**config.mk**
```make
export PLATFORM = sky130hd
export DESIGN_NAME = cache_ctrl_nway
export DESIGN_NICKNAME = d
export VERILOG_FILES = /design/src/rtl/cache_ctrl_nway.sv
export SDC_FILE = /design/constraint.sdc
export NUM_CORES = 1
export LEC_CHECK = 0
export CORE_MARGIN = 2
export CORE_UTILIZATION = 45
export DETAILED_ROUTE_END_ITERATION = 6
export PLACE_DENSITY = 0.91
export SLEW_MARGIN = 0
export SYNTH_ARGS = -nofsm -noshare
export SYNTH_HDL_FRONTEND = slang
export SYNTH_SLANG_ARGS = --single-unit
```
**constraint.sdc**
```tcl
create_clock -name clk -period 1.8 [get_ports clk]
set_input_delay 0.27 -clock clk [delete_from_list [all_inputs] [get_ports clk]]
set_output_delay 0.27 -clock clk [all_outputs]
set_load 0.02 [all_outputs]
```
**src/rtl/cache_ctrl_nway.sv**
```systemverilog
// ---------------------------------------------------------------------------
// cache_ctrl_nway
//
// N-way set-associative write-back cache controller. Sits between the
// pipeline memory stage, the cache data/tag arrays and banked main memory.
// A request is tag-compared across all ways. A hit completes in one cycle.
// A miss latches a victim way, chosen as the lowest invalid way or else the
// round-robin pointer. If the victim is dirty its line is written back. The
// line is then refilled through a pipelined read that tracks the words in
// flight, and the request is retried as a hit.
//
// Parameters
//   WAYS     associativity (power of two, 2..8)
//   WORDS    16-bit words per line (power of two, 2..8)
//   MEM_LAT  cycles from an accepted memory read to its data (1..4)
//
// Ports
//   clk, rst          clock, asynchronous active-low reset
//   memRead/memWrite  pipeline request (valid when exactly one is high)
//   c_hit/c_valid/c_dirty  per-way tag-compare results
//   m_stall           memory did not accept this cycle's request
//   c_comp, c_write   per-way compare / write enables
//   c_offsetSel       cache word byte offset (all ones when unused)
//   m_offsetSel       memory word byte offset (all ones when unused)
//   m_read, m_write   memory request strobes
//   m_addrSel         1 = victim tag address, 0 = request address
//   c_dataInSel       1 = cache data from memory, 0 = from pipeline
//   victimSel         latched victim way
//   control_stall     stall the pipeline
//   control_done      one-cycle access-complete pulse
//   no_hit            with control_done: access missed at least once
// ---------------------------------------------------------------------------
module cache_ctrl_nway #(
  parameter  int WAYS    = 2,
  parameter  int WORDS   = 4,
  parameter  int MEM_LAT = 2,
  localparam int VW      = $clog2(WAYS),
  localparam int OW      = $clog2(WORDS) + 1
) (
  input  logic            clk,
  input  logic            rst,
  input  logic            memRead,
  input  logic            memWrite,
  input  logic [WAYS-1:0] c_hit,
  input  logic [WAYS-1:0] c_valid,
  input  logic [WAYS-1:0] c_dirty,
  input  logic            m_stall,
  output logic [WAYS-1:0] c_comp,
  output logic [WAYS-1:0] c_write,
  output logic [OW-1:0]   c_offsetSel,
  output logic [OW-1:0]   m_offsetSel,
  output logic            m_read,
  output logic            m_write,
  output logic            m_addrSel,
  output logic            c_dataInSel,
  output logic [VW-1:0]   victimSel,
  output logic            control_stall,
  output logic            control_done,
  output logic            no_hit
);

  localparam int WW = $clog2(WORDS);

  localparam logic [2:0] S_IDLE    = 3'd0;
  localparam logic [2:0] S_COMPARE = 3'd1;
  localparam logic [2:0] S_WB      = 3'd2;
  localparam logic [2:0] S_RD      = 3'd3;
  localparam logic [2:0] S_DRAIN   = 3'd4;

  logic [2:0]         state, state_nxt;
  logic [WW-1:0]      wc, wc_nxt;
  logic [MEM_LAT-1:0] pipe_vld, pipe_vld_nxt;
  logic [WW-1:0]      pipe_idx [MEM_LAT];
  logic [VW-1:0]      rr;
  logic [VW-1:0]      victim;
  logic [VW-1:0]      victim_pick;
  logic               miss;

  logic req_valid;
  logic hit;
  logic last_word;
  logic push;
  logic fill;
  logic victim_dirty;

  assign req_valid = memRead ^ memWrite;
  assign hit       = |(c_hit & c_valid);
  assign last_word = (wc == WW'(WORDS - 1));
  // A read beat enters the latency pipe only when memory accepts it.
  assign push      = (state == S_RD) && !m_stall;
  // The oldest pipe stage holds the word whose data returns this cycle.
  assign fill      = pipe_vld[MEM_LAT-1] && ((state == S_RD) || (state == S_DRAIN));

  // Lowest-index invalid way wins; a full set falls back to round-robin.
  always_comb begin
    logic found;
    victim_pick = rr;
    found       = 1'b0;
    for (int i = 0; i < WAYS; i++) begin
      if (!c_valid[i] && !found) begin
        victim_pick = VW'(i);
        found       = 1'b1;
      end
    end
  end

  assign victim_dirty = c_valid[victim_pick] & c_dirty[victim_pick];

  // Shift the in-flight valid bits one stage per cycle. Words already in
  // flight keep moving while memory stalls new requests.
  always_comb begin
    pipe_vld_nxt    = '0;
    pipe_vld_nxt[0] = push;
    for (int i = 1; i < MEM_LAT; i++) begin
      pipe_vld_nxt[i] = pipe_vld[i-1];
    end
  end

  // NOTE: every variable assigned in an always_comb block gets a default at
  // the top, so no path through the case statement can leave it unassigned
  // and infer a latch.
  always_comb begin
    state_nxt = state;
    wc_nxt    = wc;
    case (state)
      S_IDLE: begin
        if (req_valid) state_nxt = S_COMPARE;
      end
      S_COMPARE: begin
        if (!req_valid || hit) state_nxt = S_IDLE;
        else if (victim_dirty)  state_nxt = S_WB;
        else                    state_nxt = S_RD;
      end
      S_WB: begin
        if (!m_stall) begin
          if (last_word) begin
            wc_nxt    = '0;
            state_nxt = S_RD;
          end else begin
            wc_nxt = wc + WW'(1);
          end
        end
      end
      S_RD: begin
        if (!m_stall) begin
          if (last_word) begin
            wc_nxt    = '0;
            state_nxt = S_DRAIN;
          end else begin
            wc_nxt = wc + WW'(1);
          end
        end
      end
      S_DRAIN: begin
        // Leave once the word returning this cycle is the last one in
        // flight, so the retry compare never shares a cycle with a fill.
        if (pipe_vld_nxt == '0) state_nxt = S_COMPARE;
      end
      default: state_nxt = S_IDLE;
    endcase
  end

  // NOTE: sequential state uses non-blocking assignments, so every register
  // samples the values from before the clock edge, whatever the order of
  // the statements.
  always_ff @(posedge clk or negedge rst) begin
    if (!rst) begin
      state    <= S_IDLE;
      wc       <= '0;
      pipe_vld <= '0;
      rr       <= '0;
      victim   <= '0;
      miss     <= 1'b0;
    end else begin
      state    <= state_nxt;
      wc       <= wc_nxt;
      pipe_vld <= pipe_vld_nxt;
      if ((state == S_IDLE) && req_valid) miss <= 1'b0;
      if ((state == S_COMPARE) && req_valid && !hit) begin
        miss   <= 1'b1;
        victim <= victim_pick;
      end
      // Advance the round-robin pointer once per completed fill.
      if ((state == S_DRAIN) && (state_nxt == S_COMPARE)) rr <= rr + VW'(1);
    end
  end

  // NOTE: the word indices in the latency pipe are not reset. They are only
  // used when the matching valid bit is set, and those bits are reset.
  always_ff @(posedge clk) begin
    pipe_idx[0] <= wc;
    for (int i = 1; i < MEM_LAT; i++) begin
      pipe_idx[i] <= pipe_idx[i-1];
    end
  end

  always_comb begin
    c_comp       = '0;
    c_write      = '0;
    c_offsetSel  = '1;
    m_offsetSel  = '1;
    m_read       = 1'b0;
    m_write      = 1'b0;
    m_addrSel    = 1'b0;
    c_dataInSel  = 1'b0;
    control_done = 1'b0;
    no_hit       = 1'b0;
    case (state)
      S_COMPARE: begin
        c_comp = '1;
        if (req_valid && hit) begin
          control_done = 1'b1;
          no_hit       = miss;
          c_write      = {WAYS{memWrite}} & c_hit & c_valid;
        end
      end
      S_WB: begin
        m_write     = 1'b1;
        m_addrSel   = 1'b1;
        c_offsetSel = {wc, 1'b0};
        m_offsetSel = {wc, 1'b0};
      end
      S_RD: begin
        m_read      = 1'b1;
        m_offsetSel = {wc, 1'b0};
      end
      default: ;
    endcase
    // A returning fill word owns the cache write port.
    if (fill) begin
      c_write     = WAYS'(1) << victim;
      c_dataInSel = 1'b1;
      c_offsetSel = {pipe_idx[MEM_LAT-1], 1'b0};
      c_comp      = '0;
    end
  end

  assign victimSel     = victim;
  assign control_stall = (state != S_IDLE) && !((state == S_COMPARE) && hit);

endmodule

```
## Word level (Yosys, flattened, before mapping)

Memory sizes are Yosys's and may differ from the RTL's.
Index checks and enable logic that the tools add are counted.

- Bitwise gates (word level): 6
- Reductions and logical operators: 24
- Shifts and indexed selects: 1
- $lt $le $gt $ge: 1
- Equal/unequal tests: 6
- Multiplexer cells: 33
- $add $sub $neg: 2

Operators with widths:

| operator | count |
|---|---|
| 3-bit 2-to-1 mux | 9 |
| 1-bit 2-to-1 mux | 16 |
| 3-bit case mux with 5 select lines | 1 |
| 2-bit 2-to-1 mux | 7 |
| 1-bit logical AND | 10 |
| 2-bit AND | 3 |
| 3-bit by 1-bit == test with 1-bit output, second input constant | 2 |
| 3-bit by 2-bit == test with 1-bit output, second input constant | 2 |
| 1-bit logical NOT | 5 |
| 2-bit OR reduction | 2 |
| 3-bit == test, second input constant | 1 |
| 3-bit logical NOT | 1 |
| 3-bit nonzero test | 1 |
| 2-bit by 1-bit adder with 2-bit output, second input constant | 1 |
| 2-bit == test, second input constant | 1 |
| 2-bit logical NOT | 1 |
| 1-bit logical OR | 2 |
| 1-bit by 2-bit < comparator with 1-bit output, second input constant | 1 |
| 2-bit AND reduction | 1 |
| 2-bit nonzero test | 1 |
| 1-bit by 1-bit left shift with 2-bit output, first input constant | 1 |
| 1-bit adder, second input constant | 1 |
| 1-bit AND | 1 |
| 1-bit NOT | 1 |
| 1-bit XOR | 1 |

- Bits in writable memories: 4
- Output and inout port bits: 18
- Word-level logic and storage cells: 80
- Register bits: 10
- Input port bits: 11
- Memories kept: 1

Memory list:

| name | words | bits a word | read ports | clocked after Yosys merged registers in | write ports | line | source |
|---|---|---|---|---|---|---|---|
| pipe_idx | 2 | 2 | 2 | 0 | 2 | 73 | `logic [WW-1:0] pipe_idx [MEM_LAT];` |

## Logic depth before layout (Yosys ltp)

Gate-level depths: netlist of the first run.

- Depth after elaboration: 11
- Mapped depth: 5
- Mapped depth without buffers: 4

## Worst setup path before layout of the first run

Ideal clock, no wire load.

- Path type: register to output
- Start: reg state[0]
- End: out no_hit
- Buffers on the path: 1
- Data required time: 1.530 ns
- Path slack: 0.082 ns
- Stages on the path, launching flop included: 5
- Arrival: 1.448 ns
- Cell sequence: dfrtp_1 buf_4 nor3b_4 and3b_1 and2_1

- Word-level cells in the longest chain between the ends: 2

Ends and longest elaborated chain:

| element | line | source |
|---|---|---|
| start: declaration | 70 | `logic [2:0] state, state_nxt;` |
| start signal: assignment | 175 | `state <= state_nxt;` |
| 3-bit by 1-bit == test with 1-bit output | 208 | `case (state)` |
| 1-bit 2-to-1 mux | 208 |  |
| end: declaration | 59 | `output logic no_hit` |

No other way between the ends.

## Worst setup path in the final report of the first run

- Start: reg state[1]
- End: out c_offsetSel[2]

- Word-level cells in the longest chain between the ends: 4
- Elaborated cells between the ends (all ways): 7
- Those cells by class: eq/ne: 3; mux: 2; reduce/logical: 2

Ends and longest elaborated chain:

| element | line | source |
|---|---|---|
| 3-bit by 2-bit == test with 1-bit output or 3-bit == test (tied branches) | 92 | `assign fill = pipe_vld[MEM_LAT-1] && ((state == S_RD) \|\| (state == S_DRAIN));` |
| 1-bit logical OR | 92 |  |
| 1-bit logical AND | 92 |  |
| 3-bit 2-to-1 mux (*) | 230 | `if (fill) begin` |
| end: declaration | 50 | `output logic [OW-1:0] c_offsetSel,` |

Mark *: on every way between the ends. The rest lies on a longest branch, timed or not.

==> results of run 1 <==
area by class of cell:
cell class,instances,share of cell area [%]
Tap cell,16,1.67
Multi-Input combinational cell,47,33.5
Clock buffer,4,3.02
Sequential cell,14,27.8
Timing Repair Buffer,44,32.7
Inverter,4,1.25
critical path: cells and delay by family (launching register included):
kind            cells  cell delay (ps)
buf+inv             2              250
flops               1              450
simple gates        1              180
compound gates      2              430
final timing paths:
kind / cells after the start / slack [ps] / from / end
min: 1 / 300 / rst / wc[0]
max reg2reg: 6 / 360 / state[1] / rr
max in group asynchronous: 1 / 1160 / rst / state[2]
max: 5 / -70 / state[1] / c_offsetSel[2]
min reg2reg: 0 / 330 / pipe_idx[0][1] / pipe_idx[0][3]
min in group clk: 0 / 330 / pipe_idx[0][1] / pipe_idx[0][3]
power by group through the flow:
stage	clock [W]	sequential [W]	combinational, W
CTS	0.000229	0.000573	0.00112
detailed placement	0	0.000574	0.00115
global placement	0	0.000569	0.00112
finish	0.000222	0.000581	0.00120
global route	0.000246	0.000596	0.00129
floorplan	0	0.000554	0.000691
state kept, by name, indices dropped and copies added (netlist names):
signal / flops
pipe_vld: 2
victimSel: 1
rr: 1
miss: 1
state: 3
wc: 2
pipe_idx: 4
logic make-up after synthesis:
logic type                 Yosys count  share of synthesized area (%)
muxes                                4                           6.57
DFF                                 14                           43.4
buffers and inverters                8                           6.40
adders and majority gates            1                           1.64
and+or+nand+nor                     24                           22.7
AOI/OAI and AO/OA                   15                           15.9
xor gates and xnor gates             3                           3.45
metrics by stage:
step	instances	area, um^2	total power [W]	util [%]	worst slack [ps]
2_1_floorplan	69	762	0.00124	-	82.0
3_3_place_gp	120	1110	0.00169	72.1	-294
3_5_place_dp	120	1110	0.00172	72.1	-373
4_1_cts	127	1150	0.00192	74.6	-54.3
5_1_grt	129	1200	0.00213	77.8	-146
6_report	129	1200	0.00200	77.8	-71.7
cells in the mapped netlist (2+ instances only):
cell / instances / area [um^2]
xor2_1: 2 / 17.5
dfrtp_1: 10 / 250
o21ai_0: 3 / 15.0
mux2i_1: 2 / 20.0
nor2_1: 4 / 15.0
mux2_4: 2 / 30.0
inv_1: 3 / 11.3
o32a_1: 2 / 20.0
a31oi_1: 2 / 12.5
dfxtp_1: 4 / 80.1
nand2_1: 5 / 18.8
nor3b_4: 2 / 37.5
buf_4: 3 / 22.5
or2_1: 2 / 12.5
o22ai_1: 2 / 12.5
placed cells by master (no fill, tap or decap), types with 2 or more instances in the layout:
cell type / n
a31oi_1: 2
buf_4: 17
buf_6: 6
clkbuf_4: 3
clkdlybuf4s15_1: 2
clkdlybuf4s15_2: 2
clkdlybuf4s50_1: 11
dfrtp_1: 7
dfrtp_2: 3
dfxtp_1: 4
dlygate4sd2_1: 4
inv_1: 3
mux2_4: 2
mux2i_1: 2
nand2_1: 5
nor2_1: 3
nor3b_4: 2
o21ai_0: 3
o32a_1: 2
or2_1: 2
xor2_1: 2
timing repair:
action                                  4_1_cts  5_1_grt
pin swaps                                     6        6
endpoints found under the setup margin       17       14
hold endpoints to repair                      0        0
buffers inserted                              3        2
resized for setup                            52       17
routing by layer:
| layer | share of wire (%) | vias up | global-route usage [%] |
|---|---|---|---|
| li1 | - | 338 | - |
| met1 | 43 | 340 | 29.0 |
| met2 | 54 | 13 | 33.7 |
| met3 | 3.4 | 0 | 7.20 |
| met4 | 0 | 0 | 4.71 |
| met5 | 0 | - | 0 |
==> impl_metrics.tcl, run 1 <==
set metrics [dict create \
    internal_power_w 0.00118 \
    chipWidth_um 45.2 \
    dp_hpwl_mm 1.46 \
    slew_viol_final 0 \
    post_drt_wl_per_cell_um 15.5 \
    htreeDepth 1 \
    syn_area_per_cell_um2 11.0 \
    fmax_mhz 534 \
    antenna_found_initial 0 \
    ir_drop_v 0.00115 \
    clkPwrFrac_pct 11.1 \
    syn_area_um2 762 \
    violations "setup timing" \
    yosys_warnings 0 \
    power_frac_comb_pct 59.9 \
    cts_tree "yes" \
    num_vias 691 \
    critical_path_class "reg -> out" \
    synth_async_sr_flop_share_pct 71.4 \
    cp_common_cell "buf_6" \
    hold_ws_ps 297 \
    io_pins 29 \
    fin_nets 126 \
    grt_pass1_vias 692 \
    maxSlewHeadroom_pct 69.8 \
    crit_arrival_ps 1600 \
    synth_edf_count 0 \
    numCtsBuffers 3 \
    seq_area_um2 334 \
    io_buffers 28 \
    drt_pass1_iterations 4 \
    leakagePower_nw 0.553 \
    clkSlewWorstSetupHoldPaths_ps 90 \
    status "finished, violations left" \
    critPathRequiredTime_ps 1530 \
    grt_pass1_wl_mm 3.15 \
    swShare_pct 41.1 \
    cp-end-kind "output pin" \
    holdBufCountCts 0 \
    n_fill_cell 93 \
    clockBufferDepth 2 \
    cts_root_buf "clkbuf_4" \
    tns_ps -224 \
    cts_sinks 14 \
    drv_cap 0 \
    routed_wirelength_mm 2.00 \
    pwr-share-seq_pct 29.0 \
    drive_gt1_share_pct 42.5 \
    std_cell_rows 14 \
    cellPowerDensity_nw_per_um2 1670 \
    viasPerCell 5.36 \
    final-setup-viol-count 5 \
    yosys_register_bits 14 \
    gr-usage-all-layers_pct 21.6 \
    syn_inst 69 \
    start_util_pct 49.4 \
    crit_path_start_kind "register" \
    grt_max_degree 11 \
    fin_ws_ps -71.7 \
    fin_skew_ps 8.91 \
    ys_seq_area_share_pct 43.3 \
    grt_setup_unrepaired "yes" \
    min_period_ps 1870 \
    timing.final.crit_share_pct 104 \
    p_sw_w 0.000824 \
    fp.dieH_um 45.2 \
    cp_cell_sequence "buf_6 > and3b_4 > o21ai_4 > o32a_1 > buf_6" \
    grt_overflow 0 \
    place_congestion 0.734 \
    ys_types 36 \
    fp.dieArea_um2 2040 \
    remaining_drc_errors 0 \
    multi_input_area_um2 402 \
    synthFlopType "dfrtp_1" \
    antennaDiodeCount 0 \
    hold_class "in -> async" \
    hold_viol_final 0 \
    clk_latency_ps 280 \
    critPathMaxFanout 5 \
    core-area_um2 1540 \
    tightest_slew_ps 452 \
    ant_nets 0 \
    drtIter0Drc 10 \
    syn_to_final_growth_pct 57.5 \
    syn_nets 81 \
    slowest_delay_ps 450 \
    cp_slowest_cell "dfrtp_2" \
]
No activity file was read; power rests on OpenSTA's default activity.
==> run 2: changes to the inputs <==
CORE_MARGIN = not set   (was 2)
CORE_UTILIZATION = 55   (was 45)
DONT_BUFFER_PORTS = 1   (was not set)
PLACE_DENSITY = 0.79   (was 0.91)
==> run 2 against run 1 <==
  * The run still ends with setup timing left
  * Design area fell by 24%
  * Register-to-register slack got worse by 170 ps
  * Die area fell by 25%
  * First-iteration DRC count rose by 80%
  * Utilization fell by 7.6 points
  * Combinational power fell by 25%
  * Sequential power rose by 2%
  * Non-clock buffer count fell by 30
  * Clock skew rose by 3.0 ps
  * Flip-flop and latch count did not move
  * Via count fell by 13%
==> impl_metrics.tcl, run 2 (same netlist as run 1, synthesis figures left out) <==
set metrics [dict create \
    post_drt_wl_per_cell_um 16.5 \
    num_vias 598 \
    crit_end "c_write[1]" \
    layout_commonest_cell "buf_4" \
    slew_viol_final 0 \
    regToRegSetupSlack_ps 190 \
    r2r-start "state[2]" \
    antennaDiodeCount 0 \
    min_period_ps 1850 \
    drv_cap 0 \
    rr_worst_depth 5 \
    mostFrequentLayoutCells "buf_4 (10), dfrtp_1 (8), nand2_1 (5)" \
    ant_nets 0 \
    place_congestion 0.808 \
    cp-end-kind "output pin" \
    crit_arrival_ps 1580 \
    regMostFlops "pipe_idx" \
    critical_path.startpoint "state[2]" \
    grt_max_degree 11 \
    io_pins 29 \
    cts_root_buf "clkbuf_4" \
    critPathMaxFanout 6 \
    htreeDepth 1 \
    grt_pass1_wl_mm 2.33 \
    drt_pass1_iterations 4 \
    drtIter0Drc 18 \
    cts_tree "yes" \
    reg_top3 "pipe_idx x4, state x3" \
    cellPowerDensity_nw_per_um2 1830 \
    largest_reg_flops 4 \
    hold_class "in -> reg" \
    clockBufferDepth 2 \
    grt_pass1_vias 546 \
    tightest_slew_ps 441 \
    routed_wirelength_mm 1.62 \
    cts_sinks 14 \
    clkSlewWorstSetupHoldPaths_ps 80 \
    r2r-end "wc[1]" \
    fmax_mhz 541 \
    viasPerCell 6.10 \
    fin_area_um2 913 \
    numCtsBuffers 3 \
    fin_ws_ps -49.6 \
    maxSlewHeadroom_pct 70.5 \
    crit_path_start_kind "register" \
    final-setup-viol-count 5 \
    std_cell_rows 13 \
    io_buffers 0 \
    start_util_pct 58.6 \
    timing.final.crit_share_pct 103 \
    status "finished, violations left" \
    power_w 0.00167 \
    hold_viol_final 0 \
    violations "setup timing" \
    clk_latency_ps 280 \
    critPathRequiredTime_ps 1530 \
    dp_hpwl_mm 1.21 \
    fin_skew_ps 11.9 \
    critical_path_class "reg -> out" \
    gr-usage-all-layers_pct 25.0 \
    core-area_um2 1300 \
    placed_cell_area_um2 830 \
    ir_drop_v 0.000998 \
    fp.dieH_um 39.2 \
    fin_nets 96 \
    chipWidth_um 39.2 \
    remaining_drc_errors 0 \
    grt_overflow 0 \
    grt_setup_unrepaired "yes" \
    leakagePower_nw 0.407 \
    drive_gt1_share_pct 37.3 \
    fp.dieArea_um2 1540 \
    antenna_found_initial 0 \
    n_fill_cell 95 \
    syn_to_final_growth_pct 19.9 \
]
run 2: cell types whose count changed in the layout (fill, tap and decap cells not counted), sizes merged:
cell,change
dlygate4sd2,-4
clkbuf,-1
clkdlybuf4s15,-4
dlygate4sd3,+1
buf,-11
clkdlybuf4s50,-11
run 2: area by class of cell:
class / instances / area [um^2] / area share [%]
clock buffer: 4 / 26.3 / 2.88
inverter: 4 / 17.5 / 1.92
multi-input combinational: 47 / 399 / 43.7
sequential: 14 / 333 / 36.4
tap: 15 / 18.8 / 2.05
timing repair buffer: 14 / 119 / 13.0
run 2: metrics by stage:
stage	TNS (ps)	hold slack [ps]	setup slack [ps]	utilization, %	instances
final	-171	56.3	-49.6	70.2	98
after global routing	-555	38.6	-97.7	70.2	98
after CTS	-62.8	54.2	-31.6	67.9	98
after detailed placement	0	-25.4	186	63.7	91
after global placement	0	-25.4	233	63.7	91
after floorplan	0	-25.6	82.0	-	69
run 2: power by group:
group / internal (W) / total, W / leakage [nW] / switching (W)
clock: 0.0000858 / 0.000178 / 0.0150 / 0.0000925
sequential: 0.000452 / 0.000592 / 0.157 / 0.000140
combinational: 0.000389 / 0.000899 / 0.235 / 0.000510
total: 0.000927 / 0.00167 / 0.407 / 0.000743
run 2: what timing repair did:
item | CTS | global route
setup endpoints to repair | 5 | 7
hold endpoints to repair | 10 | 0
resized for setup | 2 | 8
pin swaps | 3 | 4
buffers inserted | 2 | 0
hold buffers | 1 | 0
run 2: worst min path at each step:
stage                        from           to  cells after the start  slack [ps]
after detailed placement      rst        wc[1]                      0         -30
after global placement        rst        wc[1]                      0         -30
after global routing      m_stall  pipe_vld[0]                      1          40
after floorplan               rst         miss                      0         -30
final                     m_stall  pipe_vld[0]                      1          60
after CTS                 m_stall  pipe_vld[0]                      1          50
run 2: layer usage:
layer	vias up	global-route usage (%)	routed length, um
li1	270	-	-
met1	299	26.2	612
met2	25	40.0	868
met3	4	7.51	95
met4	0	21.6	40
met5	-	0	0
run 2: critical path, cell delays in order, from the launching register on:
cell and delay, ps:
dfrtp_2 460, and3b_4 380, o21ai_4 120, o22ai_1 180, buf_4 160
==> run 3: changes to the inputs <==
--- a/constraint.sdc
+++ b/constraint.sdc
@@ -3,2 +3,2 @@
 set_output_delay 0.27 -clock clk [all_outputs]
-set_load 0.02 [all_outputs]
+set_load 0.005 [all_outputs]
==> run 3 against run 2 <==
  * The run now ends clean
  * Utilization is 7.5 points lower
  * Clock skew is 6.5 ps lower
  * Sequential share of layout area grew 4.4 points
  * Global-route usage shrank 4.1 points
  * Worst setup slack improved by 90 ps
  * Largest cell class unchanged
==> impl_metrics.tcl, run 3 (same netlist as run 1, synthesis figures left out) <==
set metrics [dict create \
    gr-usage-all-layers_pct 20.9 \
    hold_viol_final 0 \
    syn_to_final_growth_pct 7.06 \
    reg_top3 "pipe_idx x4, state x3" \
    power_frac_comb_pct 39.3 \
    tightest_slew_ps 444 \
    clkSlewWorstSetupHoldPaths_ps 80 \
    n_fill_cell 106 \
    clockBufferDepth 2 \
    swShare_pct 38.0 \
    fin_skew_ps 5.45 \
    min_period_ps 1760 \
    core-area_um2 1300 \
    status "complete, no violations" \
    timing.final.crit_share_pct 97.7 \
    drv_cap 0 \
    layout_commonest_cell "dfrtp_1" \
    crit_arrival_ps 1490 \
    cts_tree "yes" \
    critPathRequiredTime_ps 1530 \
    grt_overflow 0 \
    num_vias 510 \
    use_met1_pct 27.5 \
    cellPowerDensity_nw_per_um2 1630 \
    viasPerCell 5.86 \
    htreeDepth 1 \
    drive_gt1_share_pct 27.8 \
    slowest_delay_ps 480 \
    cp_cell_sequence "nor3b_4 > and3b_1 > and2_1" \
    fin_nets 85 \
    mostFrequentLayoutCells "dfrtp_1 (8), nand2_1 (5), dfxtp_1 (4)" \
    fmax_mhz 568 \
    fp.dieArea_um2 1540 \
    regMostFlops "pipe_idx" \
    post_drt_wl_per_cell_um 16.0 \
    grt_max_degree 11 \
    drt_pass1_iterations 4 \
    grt_pass1_vias 439 \
    maxSlewHeadroom_pct 70.3 \
    pwr-share-seq_pct 44.1 \
    std_cell_rows 13 \
    grt_pass1_wl_mm 2.03 \
    numCtsBuffers 3 \
    power_w 0.00133 \
    largest_reg_flops 4 \
    drtIter0Drc 11 \
    final-setup-viol-count 0 \
    final_cells 87 \
    internal_power_w 0.000825 \
    cp.buffers_inverters 0 \
    critical_path_class "reg -> out" \
    grt_util_met2_pct 30.8 \
    cts_root_buf "clkbuf_4" \
    hold_class "in -> reg" \
    io_pins 29 \
    leakagePower_nw 0.352 \
    dp_hpwl_mm 1.05 \
    ant_nets 0 \
    fp.dieH_um 39.2 \
    start_util_pct 58.6 \
    cp_slowest_cell "dfrtp_2" \
    grt.busiest_layer "met2" \
    ir_drop_v 0.000984 \
    clk_latency_ps 280 \
    io_buffers 0 \
    chipWidth_um 39.2 \
    slew_viol_final 0 \
    place_congestion 0.728 \
    cp-end-kind "output pin" \
    clkPwrFrac_pct 16.7 \
    antennaDiodeCount 0 \
    crit_path_start_kind "register" \
    grt_setup_unrepaired "yes" \
    dp_cells 81 \
    routed_wirelength_mm 1.39 \
    critical_path.top_delay_family "simple AND/OR/NAND/NOR gates" \
    critPathMaxFanout 6 \
    grtUsageMet3_pct 6.36 \
    antenna_found_initial 0 \
    remaining_drc_errors 0 \
    p_sw_w 0.000505 \
    cts_sinks 14 \
]
[run 3: cell count changes in the layout (fill, tap and decap cells not counted), sizes merged]
cell,change
buf,-11
[run 3: layer usage]
metal | wire length (um) | vias up
met5 | 0 | -
met4 | 31 | 0
met3 | 75 | 5
met2 | 636 | 18
met1 | 647 | 235
li1 | - | 252
[run 3: layout make-up]
type                            count  area, um^2  share of cell area (%)
Clock buffer                        4        36.3                    4.45
Inverter                            4        15.0                    1.84
Multi-Input combinational cell     47         388                    47.5
Sequential cell                    14         333                    40.8
Tap cell                           15        18.8                    2.30
Timing Repair Buffer                3        25.0                    3.07
[run 3: power by group through the flow]
stage / clock network (W) / registers (W) / logic [W]
after floorplan: 0 / 0.000541 / 0.000508
after global placement: 0 / 0.000578 / 0.000492
after detailed placement: 0 / 0.000591 / 0.000506
after CTS: 0.000225 / 0.000582 / 0.000518
after global routing: 0.000237 / 0.000608 / 0.000581
final: 0.000222 / 0.000586 / 0.000523
[run 3: repair_timing]
action                                  4_1_cts  5_1_grt
pin swaps                                     0        2
buffers inserted                              0        1
resized for setup                             1        3
hold endpoints to repair                     10        0
endpoints found under the setup margin        3        6
hold buffers                                  1        0
[run 3: final timing paths]
kind,start,slack [ps],cells after the start,to
max,state[1],40,3,no_hit
min,m_stall,50,1,pipe_vld[0]
max reg2reg,state[0],390,5,rr
min reg2reg,pipe_idx[0][1],330,0,pipe_idx[0][3]
max in group asynchronous,rst,1110,1,state[1]
min in group asynchronous,rst,360,1,rr
[run 3: stage by stage]
stage               util (%)  area (um^2)  hold slack (ps)  setup TNS (ps)  setup slack, ps
global route            62.7          816             44.6           -66.5            -29.2
global placement        58.0          754            -25.4               0              284
finish                  62.7          816             49.7               0             40.8
detailed placement      58.0          754            -25.4               0              295
CTS                     61.7          803             51.0               0             5.17
floorplan                  -          762            -25.6               0              446
